`src/rtl/uc_multiciclo.sv`:
```
// uc_multiciclo: multicycle MIPS control unit (Moore FSM with memory handshake, timeout and illegal-opcode trap)
module uc_multiciclo #(
  parameter int OP_W        = 6,
  parameter int ALUOP_W     = 3,
  parameter int TMO_W       = 4,
  parameter int MEM_TIMEOUT = 15
) (
  input  logic               clk,
  input  logic               rst_n,
  input  logic [OP_W-1:0]    OP,
  input  logic               mem_ready,
  output logic               PCWrite,
  output logic               PCWriteCond,
  output logic               IorD,
  output logic               MemRead,
  output logic               MemWrite,
  output logic               IRWrite,
  output logic               MemToReg,
  output logic               RegDst,
  output logic               RegWrite,
  output logic               ALUSrcA,
  output logic [1:0]         ALUSrcB,
  output logic [1:0]         PCSrc,
  output logic [ALUOP_W-1:0] ALUOp,
  output logic               illegal_op,
  output logic               bus_err,
  output logic               instr_done,
  output logic [3:0]         state
);
  typedef enum logic [3:0] {
    S_FETCH = 4'd0, S_DECODE = 4'd1, S_MEMADR = 4'd2, S_MEMRD = 4'd3,
    S_MEMWB = 4'd4, S_MEMWR = 4'd5, S_EXEC_R = 4'd6, S_RWB = 4'd7,
    S_BRANCH = 4'd8, S_EXEC_I = 4'd9, S_IWB = 4'd10, S_JUMP = 4'd11,
    S_TRAP = 4'd12, S_BUSERR = 4'd13
  } state_t;
  localparam logic [OP_W-1:0] OP_LW   = OP_W'(6'b100011);
  localparam logic [OP_W-1:0] OP_SW   = OP_W'(6'b101011);
  localparam logic [OP_W-1:0] OP_R    = OP_W'(6'b000000);
  localparam logic [OP_W-1:0] OP_SP2  = OP_W'(6'b011100);
  localparam logic [OP_W-1:0] OP_BEQ  = OP_W'(6'b000100);
  localparam logic [OP_W-1:0] OP_J    = OP_W'(6'b000010);
  localparam logic [OP_W-1:0] OP_ADDI = OP_W'(6'b001000);
  localparam logic [OP_W-1:0] OP_ANDI = OP_W'(6'b001100);
  localparam logic [OP_W-1:0] OP_ORI  = OP_W'(6'b001101);
  localparam logic [OP_W-1:0] OP_SLTI = OP_W'(6'b001010);
  localparam logic [ALUOP_W-1:0] ALU_ADD = ALUOP_W'(3'b000);
  localparam logic [ALUOP_W-1:0] ALU_SUB = ALUOP_W'(3'b001);
  localparam logic [ALUOP_W-1:0] ALU_FN  = ALUOP_W'(3'b010);
  localparam logic [ALUOP_W-1:0] ALU_OR  = ALUOP_W'(3'b011);
  localparam logic [ALUOP_W-1:0] ALU_SLT = ALUOP_W'(3'b100);
  localparam logic [ALUOP_W-1:0] ALU_AND = ALUOP_W'(3'b101);
  state_t r_state, w_nxt;
  logic [TMO_W-1:0] r_cnt;
  logic r_illegal, r_buserr;
  logic w_wait, w_tmo, w_itype;
  assign w_wait  = (r_state == S_FETCH) || (r_state == S_MEMRD) || (r_state == S_MEMWR);
  assign w_tmo   = w_wait && !mem_ready && (r_cnt == TMO_W'(MEM_TIMEOUT - 1));
  assign w_itype = (OP == OP_ADDI) || (OP == OP_ANDI) || (OP == OP_ORI) || (OP == OP_SLTI);
  assign state      = r_state;
  assign illegal_op = r_illegal;
  assign bus_err    = r_buserr;
  // state register, wait counter and sticky error flags
  always_ff @(posedge clk or negedge rst_n) begin
    if (!rst_n) begin
      r_state   <= S_FETCH;
      r_cnt     <= '0;
      r_illegal <= 1'b0;
      r_buserr  <= 1'b0;
    end else begin
      r_state   <= w_nxt;
      r_cnt     <= (w_wait && !mem_ready) ? r_cnt + 1'b1 : '0;
      r_illegal <= r_illegal | (w_nxt == S_TRAP);
      r_buserr  <= r_buserr | (w_nxt == S_BUSERR);
    end
  end
  // next-state sequencing; a timeout overrides the hold in a wait state
  always_comb begin
    w_nxt = r_state;
    case (r_state)
      S_FETCH:  w_nxt = mem_ready ? S_DECODE : S_FETCH;
      S_DECODE: w_nxt = (OP == OP_LW || OP == OP_SW) ? S_MEMADR :
                        (OP == OP_R || OP == OP_SP2) ? S_EXEC_R :
                        (OP == OP_BEQ)               ? S_BRANCH :
                        (OP == OP_J)                 ? S_JUMP   :
                        w_itype                      ? S_EXEC_I : S_TRAP;
      S_MEMADR: w_nxt = (OP == OP_SW) ? S_MEMWR : S_MEMRD;
      S_MEMRD:  w_nxt = mem_ready ? S_MEMWB : S_MEMRD;
      S_MEMWR:  w_nxt = mem_ready ? S_FETCH : S_MEMWR;
      S_EXEC_R: w_nxt = S_RWB;
      S_EXEC_I: w_nxt = S_IWB;
      S_MEMWB, S_RWB, S_BRANCH, S_IWB, S_JUMP: w_nxt = S_FETCH;
      default:  w_nxt = r_state;
    endcase
    if (w_tmo) w_nxt = S_BUSERR;
  end
  // Moore output decode; only handshake strobes look at mem_ready
  always_comb begin
    PCWrite     = 1'b0;
    PCWriteCond = 1'b0;
    IorD        = 1'b0;
    MemRead     = 1'b0;
    MemWrite    = 1'b0;
    IRWrite     = 1'b0;
    MemToReg    = 1'b0;
    RegDst      = 1'b0;
    RegWrite    = 1'b0;
    ALUSrcA     = 1'b0;
    ALUSrcB     = 2'b00;
    PCSrc       = 2'b00;
    ALUOp       = ALU_ADD;
    instr_done  = 1'b0;
    case (r_state)
      S_FETCH: begin
        MemRead = 1'b1;
        ALUSrcB = 2'b01;
        IRWrite = mem_ready;
        PCWrite = mem_ready;
      end
      S_DECODE: ALUSrcB = 2'b11;
      S_MEMADR: begin
        ALUSrcA = 1'b1;
        ALUSrcB = 2'b10;
      end
      S_MEMRD: begin
        MemRead = 1'b1;
        IorD    = 1'b1;
      end
      S_MEMWB: begin
        RegWrite   = 1'b1;
        MemToReg   = 1'b1;
        instr_done = 1'b1;
      end
      S_MEMWR: begin
        MemWrite   = 1'b1;
        IorD       = 1'b1;
        instr_done = mem_ready;
      end
      S_EXEC_R: begin
        ALUSrcA = 1'b1;
        ALUOp   = ALU_FN;
      end
      S_RWB: begin
        RegWrite   = 1'b1;
        RegDst     = 1'b1;
        instr_done = 1'b1;
      end
      S_BRANCH: begin
        ALUSrcA     = 1'b1;
        ALUOp       = ALU_SUB;
        PCWriteCond = 1'b1;
        PCSrc       = 2'b01;
        instr_done  = 1'b1;
      end
      S_EXEC_I: begin
        ALUSrcA = 1'b1;
        ALUSrcB = 2'b10;
        ALUOp   = (OP == OP_ANDI) ? ALU_AND :
                  (OP == OP_ORI)  ? ALU_OR  :
                  (OP == OP_SLTI) ? ALU_SLT : ALU_ADD;
      end
      S_IWB: begin
        RegWrite   = 1'b1;
        instr_done = 1'b1;
      end
      S_JUMP: begin
        PCWrite    = 1'b1;
        PCSrc      = 2'b10;
        instr_done = 1'b1;
      end
      default: ;
    endcase
  end
endmodule

```
`config.mk`:
```
export PLATFORM = sky130hd
export DESIGN_NAME = uc_multiciclo
export DESIGN_NICKNAME = d
export VERILOG_FILES = /design/src/rtl/uc_multiciclo.sv
export SDC_FILE = /design/constraint.sdc
export NUM_CORES = 1
export LEC_CHECK = 0
export ABC_AREA = 0
export ABC_CLOCK_PERIOD_IN_PS = 2450
export CAP_MARGIN = 20
export CORE_MARGIN = 4
export CORE_UTILIZATION = 46
export CTS_CLUSTER_DIAMETER = 60
export DETAILED_ROUTE_END_ITERATION = 10
export GPL_TIMING_DRIVEN = 0
export PLACE_DENSITY = 0.77
export SLEW_MARGIN = 20
export SYNTH_ARGS = -nofsm -noshare
export SYNTH_HDL_FRONTEND = slang
export SYNTH_SLANG_ARGS = --single-unit
```
`constraint.sdc`:
```
create_clock -name clk -period 2.45 [get_ports clk]
set_input_delay 0.49 -clock clk [delete_from_list [all_inputs] [get_ports clk]]
set_output_delay 0.49 -clock clk [all_outputs]
set_load 0.005 [all_outputs]
```
==> reports/qor.json, run 1 <==
{
  "final_layout": {
    "post-route-cell-area_sq_um": 1484,
    "nNetsFinal": 173,
    "layout-area-overhead-vs-synth_pct": 39.04,
    "final_cell_mix": "clkdlybuf4s50_1 (23), nor2_1 (18), inv_1 (7), o21ai_0 (7), dfrtp_1 (7)",
    "num_antenna_cells": 0,
    "drive_above_1_share": 0.2795,
    "instances_no_fill": 189,
    "mostFrequentLayoutCell": "clkdlybuf4s50_1"
  },
  "floorplan": {
    "rows": 17,
    "placeableCoreArea_sq_um": 2212,
    "floorplan.die_area_sq_um": 3155,
    "die_width_um": 56.17,
    "floorplan.initialDensity": 0.4825,
    "ios": 33,
    "die-height_um": 56.17
  },
  "cts": {
    "cts_root_buffer": "clkbuf_4",
    "cts-buffers-inserted": 3,
    "worstSkewPairLatency_ns": 0.27,
    "clock_tree_from_tritoncts": "built",
    "cts_hold_repair.buffers": 0,
    "clockBufferDepth": 2,
    "cts_sinks": 10,
    "cts_max_level": 1,
    "clk_transition_reported_paths_ns": 0.07
  },
  "synth": {
    "synth_ff_type": "dfrtp_1",
    "synth_cells": 126,
    "synth.lib_cells_used.distinct": 52,
    "post_synth.cell_area_avg_sq_um": 8.470,
    "part_of_the_yosys_area_used_for_sequential_elements": 0.2345,
    "synth.yosys.warnings": 0,
    "synth_edf_count": 0,
    "synth_area_sq_um": 1067,
    "synth_seq_cells": 10,
    "post_synthesis_async_set_or_reset_flop_share": 1.000,
    "syn_nets": 137
  },
  "critical_path": {
    "regToRegSetupSlack_ns": 0.43,
    "worstPathRequired_ns": 1.96,
    "critPathSlowestCell": "or4_4",
    "critPathCaptureType": "output port",
    "worstSetupPathType": "reg2out",
    "crit_chain": "buf_8 -> nand2b_4 -> or4_4 -> nor4b_4 -> buf_2",
    "worst_path_largest_cell_delay_ns": 0.51,
    "crit_path_max_fanout": 10,
    "critical_path.top_delay_family": "simple AND/OR/NAND/NOR gates",
    "start_kind": "register",
    "worst_ep_arrival_time_ns": 1.89,
    "cp.buffers_inverters": 2
  },
  "grt": {
    "antenna_found_initial": 0,
    "grt_pass1_vias": 991,
    "grt_pass1_wl_um": 4685,
    "grt_util_all_layers": 0.1836,
    "overflow": 0,
    "grt_max_degree": 11
  },
  "sta": {
    "final_period_util": 0.9729,
    "report.final.setup_viol": 0,
    "max_slew.worst_pin.slew_ns": 0.5065,
    "max-slew-margin-rel": 0.6617,
    "clock.fmax_mhz": 419.5,
    "slew_violations": 0,
    "timing.hold.ws_ns": 0.4692,
    "final.min_clock_period_ns": 2.384,
    "final_report_hold_violation_count": 0,
    "clock_skew_ns": 0.001586,
    "grt_setup_unrepaired": "yes"
  },
  "place": {
    "place_inst": 183,
    "placed_cell_area_sq_um": 1393,
    "post-dp-hpwl_um": 2079,
    "buffer_ports.inserted": 29,
    "last_weighted_congestion_value_of_the_routability_driven_placer": 0.8945
  },
  "detailed_routing": {
    "drc_errors": 0,
    "drt_pre_antenna_iters": 4,
    "routed_wire_per_std_cell_um": 14.93,
    "drt-total-wl_um": 2821,
    "ant_nets": 0,
    "dr_total_vias": 1058,
    "detail_route.iter0.violations": 11,
    "drt-vias-per-instance": 5.598
  },
  "power": {
    "p_leak_nw": 0.6189,
    "areal_power_density_over_the_cells_nw_per_um2": 929.3,
    "power.ir.vdd_worst_mv": 0.5885
  },
  "job": {
    "max_cap_viol_count": 0
  },
  "run_status": {
    "outcome": "complete, no violations"
  },
  "hold_path": {
    "worst_hold_path_class": "reg2reg"
  }
}
layout make-up:
cell class,count,area [sq um]
Clock buffer,4,36.28
Inverter,8,30.03
Sequential cell,10,254.0
Timing Repair Buffer,33,309.0
Multi-Input combinational cell,96,710.7
Tap cell,28,35.03
Fill cell,197,728.2
Buffer,10,108.9
through the flow:
step                      setup slack (ns)  TNS (ns)    util  power, mW
final                              0.06637         0  0.6708      1.379
after global routing              -0.02619  -0.02619  0.6708      1.484
after CTS                         0.004619         0  0.6550      1.342
after detailed placement           -0.4845    -1.441  0.6295      1.162
after global placement             -0.4478    -1.245  0.6295      1.139
after floorplan                     0.2673         0       -     0.7872
registers in the layout, summed over array words and instances, names as in the netlist:
register    count
bus_err         1
state           4
illegal_op      1
r_cnt           4
Yosys cell counts (2+ instances only):
cell type | instances | area (sq um)
ha_1 | 2 | 25.02
o41ai_2 | 2 | 32.53
nor3_1 | 3 | 15.01
nand2b_1 | 5 | 31.28
nor3b_1 | 3 | 22.52
nor2_1 | 20 | 75.07
dfrtp_1 | 10 | 250.2
inv_1 | 7 | 26.28
a21oi_1 | 4 | 20.02
a31oi_1 | 2 | 12.51
or2_1 | 2 | 12.51
nor2b_1 | 2 | 12.51
buf_6 | 5 | 56.30
nor4b_1 | 2 | 17.52
nand2_1 | 4 | 15.01
or2_2 | 2 | 12.51
buf_2 | 2 | 10.01
clkbuf_8 | 2 | 27.53
xor2_1 | 2 | 17.52
nand3_1 | 4 | 20.02
mux2i_1 | 2 | 20.02
o21ai_0 | 8 | 40.04
xnor2_1 | 2 | 17.52
worst min-delay path, delay by kind of cell (launching register included):
family	cells	cell delay, ns
buf+inv	1	0.05
flops	1	0.35
compound gates	1	0.04
worst paths after layout:
check,startpoint,to,depth (start not counted)
max in group asynchronous,rst_n,state[1]$_DFF_PN0_,1
worst min register to register,illegal_op$_DFF_PN0_,illegal_op$_DFF_PN0_,2
worst max register to register,state[1]$_DFF_PN0_,illegal_op$_DFF_PN0_,6
worst max-delay path,state[2]$_DFF_PN0_,ALUOp[2],5
worst min-delay path,illegal_op$_DFF_PN0_,illegal_op$_DFF_PN0_,2
min in group asynchronous,rst_n,r_cnt[2]$_DFF_PN0_,1
layer usage:
metal / GRT usage / part of all wire / vias to the layer above
met5: 0 / 0 / -
met4: 0.06102 / 0.011 / 0
met3: 0.04176 / 0.063 / 4
met2: 0.2922 / 0.47 / 36
met1: 0.2433 / 0.45 / 495
li1: - / - / 523
logic make-up after synthesis:
| logic type | synth area share |
|---|---|
| buf+inv | 0.1336 |
| flops | 0.2345 |
| xor+xnor | 0.03283 |
| mux | 0.01876 |
| compound gates | 0.2591 |
| fa+ha+maj | 0.02344 |
| simple gates | 0.2978 |
report_power, final:
group	total, mW	leakage (nW)	switching [mW]	internal (mW)
clock network	0.151	0.0210	0.0609	0.0903
registers	0.263	0.120	0.0572	0.206
logic	0.965	0.478	0.452	0.513
total	1.38	0.619	0.570	0.809
what timing repair did:
item / 4_1_cts / 5_1_grt
resized for setup: 16 / 11
endpoints found under the setup margin: 12 / 9
setup buffers: 2 / 2
cloned: 0 / 0
Note: power is estimated with default switching activity, not from simulation.
==> inputs of run 2 (changes only) <==
Settings changed: REMOVE_ABC_BUFFERS from default to 1.
==> reports/qor.json, run 2 (same netlist as run 1, synthesis figures left out) <==
{
  "sta": {
    "report.final.setup_viol": {"value": 0, "change": "unchanged"},
    "grt_setup_unrepaired": "no",
    "clock_skew": {"value": 0.003512, "unit": "ns", "change": "+0.001926 ns"},
    "final.min_clock_period": {"value": 2.375, "unit": "ns", "change": "-0.008457 ns"},
    "clock.fmax": {"value": 421.0, "unit": "MHz", "change": "+0.36%"},
    "final_period_util": {"value": 0.9695, "change": "-0.003452"},
    "final_report_hold_violation_count": {"value": 0, "change": "unchanged"},
    "layout_setup_ws": {"value": 0.07483, "unit": "ns", "change": "+0.008457 ns"},
    "max_slew.worst_pin.slew": {"value": 0.5104, "unit": "ns", "change": "+0.003869 ns"},
    "slew_violations": {"value": 0, "change": "unchanged"},
    "max-slew-margin-rel": {"value": 0.6591, "change": "-0.002584"}
  },
  "job": {
    "max_cap_viol_count": {"value": 0, "change": "unchanged"}
  },
  "critical_path": {
    "critical-path-top-cell-by-count": "buf_4",
    "start_kind": "register",
    "worst_path_largest_cell_delay": {"value": 0.51, "unit": "ns", "change": "about the same"},
    "regToRegSetupSlack": {"value": 0.32, "unit": "ns", "change": "-0.11 ns"},
    "worstSetupPathType": "reg2out",
    "reg2reg_depth": {"value": 7, "change": "+1"},
    "crit_chain": "buf_4 -> buf_4 -> or2_4 -> nor2_1 -> clkdlybuf4s50_1",
    "worstPathRequired": {"value": 1.96, "unit": "ns", "change": "about the same"},
    "worst_ep_arrival_time": {"value": 1.89, "unit": "ns", "change": "about the same"},
    "crit_path_max_fanout": {"value": 17, "change": "+7"},
    "critPathSlowestCell": "clkdlybuf4s50_1",
    "critPathCaptureType": "output port"
  },
  "final_layout": {
    "post-route-cell-area": {"value": 1419, "unit": "sq um", "change": "-4.4%"},
    "final_cell_mix": "clkdlybuf4s50_1 (21), nor2_1 (20), dlygate4sd2_1 (8)",
    "layout-area-overhead-vs-synth_pct": 32.94,
    "mostFrequentLayoutCell": "clkdlybuf4s50_1",
    "drive_above_1_share": {"value": 0.2258, "change": "-0.05370"},
    "num_antenna_cells": {"value": 0, "change": "unchanged"},
    "nNetsFinal": {"value": 167, "change": "-3.5%"}
  },
  "hold_path": {
    "min_delay_path_depth": {"value": 2, "change": "unchanged"},
    "worst_hold_path_class": "reg2reg"
  },
  "detailed_routing": {
    "drt-vias-per-instance": {"value": 5.699, "change": "+1.8%"},
    "drt_pre_antenna_iters": {"value": 4, "change": "unchanged"},
    "dr_total_vias": {"value": 1043, "change": "-1.4%"},
    "routed_wire_per_std_cell": {"value": 13.79, "unit": "um", "change": "-7.6%"},
    "detail_route.iter0.violations": {"value": 21, "change": "+10"},
    "ant_nets": {"value": 0, "change": "unchanged"},
    "drc_errors": {"value": 0, "change": "unchanged"},
    "drt-total-wl": {"value": 2524, "unit": "um", "change": "-11%"}
  },
  "floorplan": {
    "ios": {"value": 33, "change": "unchanged"},
    "floorplan.die_area": {"value": 3155, "unit": "sq um", "change": "unchanged"},
    "placeableCoreArea": {"value": 2212, "unit": "sq um", "change": "unchanged"},
    "die-height": {"value": 56.17, "unit": "um", "change": "unchanged"},
    "rows": {"value": 17, "change": "unchanged"},
    "floorplan.initialDensity": {"value": 0.4825, "change": "unchanged"},
    "die_width": {"value": 56.17, "unit": "um", "change": "unchanged"}
  },
  "place": {
    "buffer_ports.inserted": {"value": 32, "change": "+10%"},
    "post-dp-hpwl": {"value": 1817, "unit": "um", "change": "-13%"},
    "last_weighted_congestion_value_of_the_routability_driven_placer": {"value": 0.7835, "change": "-12%"},
    "pre_cts_slack": {"value": -0.4763, "unit": "ns", "change": "+0.008128 ns"},
    "placed_cell_area": {"value": 1310, "unit": "sq um", "change": "-5.9%"}
  },
  "power": {
    "total_power": {"value": 1.260, "unit": "mW", "change": "-8.6%"},
    "power.ir.vdd_worst": {"value": 0.5754, "unit": "mV", "change": "-2.2%"},
    "areal_power_density_over_the_cells": {"value": 888.3, "unit": "nW/um^2", "change": "-4.4%"},
    "p_leak": {"value": 0.5981, "unit": "nW", "change": "-3.4%"}
  },
  "cts": {
    "cts_sinks": {"value": 10, "change": "unchanged"},
    "clock_tree_from_tritoncts": "built",
    "worstSkewPairLatency": {"value": 0.26, "unit": "ns", "change": "about the same"},
    "cts-buffers-inserted": {"value": 3, "change": "unchanged"},
    "cts_max_level": {"value": 1, "change": "unchanged"},
    "clockBufferDepth": {"value": 2, "change": "unchanged"},
    "cts_root_buffer": "clkbuf_4",
    "clk_transition_reported_paths": {"value": 0.06, "unit": "ns", "change": "about the same"},
    "cts_hold_repair.buffers": {"value": 0, "change": "unchanged"}
  },
  "grt": {
    "grt_max_degree": {"value": 18, "change": "+7"},
    "grt_pass1_vias": {"value": 910, "change": "-8.2%"},
    "grt_pass1_wl": {"value": 4174, "unit": "um", "change": "-11%"},
    "overflow": {"value": 0, "change": "unchanged"},
    "grt_util_all_layers": {"value": 0.1592, "change": "-0.02438"},
    "antenna_found_initial": {"value": 0, "change": "unchanged"}
  },
  "run_status": {
    "outcome": "complete, no violations"
  }
}
==> run 2: cell count changes in the layout (fill, tap and decap cells not counted), sizes merged <==
cell / delta
buf: -9
dlygate4sd2: +5
clkbuf: -2
clkdlybuf4s50: -2
clkdlybuf4s15: +1
dlymetal6s2s: +1
==> run 2: layer usage <==
metal  global-route usage  part of all wire
met1               0.2138              0.47
met2               0.2554              0.46
met3              0.03712             0.057
met4              0.04068             0.012
met5                    0                 0
==> run 2: layout make-up <==
class	instances	area (sq um)
fill	193	793.3
multi-input combinational	96	700.7
timing repair buffer	37	361.6
sequential	10	255.2
clock buffer	4	36.28
tap	28	35.03
inverter	8	30.03
==> run 2: critical path: cells and delay by family, from the launching register on <==
kind / cells / cell delay [ns]
buffers and inverters: 3 / 0.83
flip-flops: 1 / 0.40
AND/OR/NAND/NOR: 2 / 0.39
==> run 2: worst paths after layout <==
kind                                     from                  to
min                         bus_err$_DFF_PN0_   bus_err$_DFF_PN0_
min in group asynchronous               rst_n  r_cnt[3]$_DFF_PN0_
min reg2reg                 bus_err$_DFF_PN0_   bus_err$_DFF_PN0_
max reg2reg                state[3]$_DFF_PN0_   bus_err$_DFF_PN0_
max                        state[3]$_DFF_PN0_          ALUSrcB[0]
max in group asynchronous               rst_n  state[3]$_DFF_PN0_
==> run 2: metrics by stage <==
| step | cells | TNS (ns) | hold slack (ns) | utilization |
|---|---|---|---|---|
| after floorplan | 114 | 0 | 0.1944 | - |
| final | 183 | 0 | 0.4692 | 0.6414 |
| after detailed placement | 174 | -1.480 | 0.4544 | 0.5922 |
| after global routing | 183 | 0 | 0.4981 | 0.6414 |
| after global placement | 174 | -1.359 | 0.4515 | 0.5922 |
| after CTS | 182 | 0 | 0.4794 | 0.6290 |
==> run 2: where the power goes <==
part	switching [mW]	internal [mW]
Clock	0.0567	0.0902
Combinational	0.424	0.436
Sequential	0.0464	0.207
==> run 2: what timing repair did <==
action,in CTS,in global routing
setup buffers,4,1
gates resized for setup,22,5
cloned,0,0
setup endpoints to repair,8,7
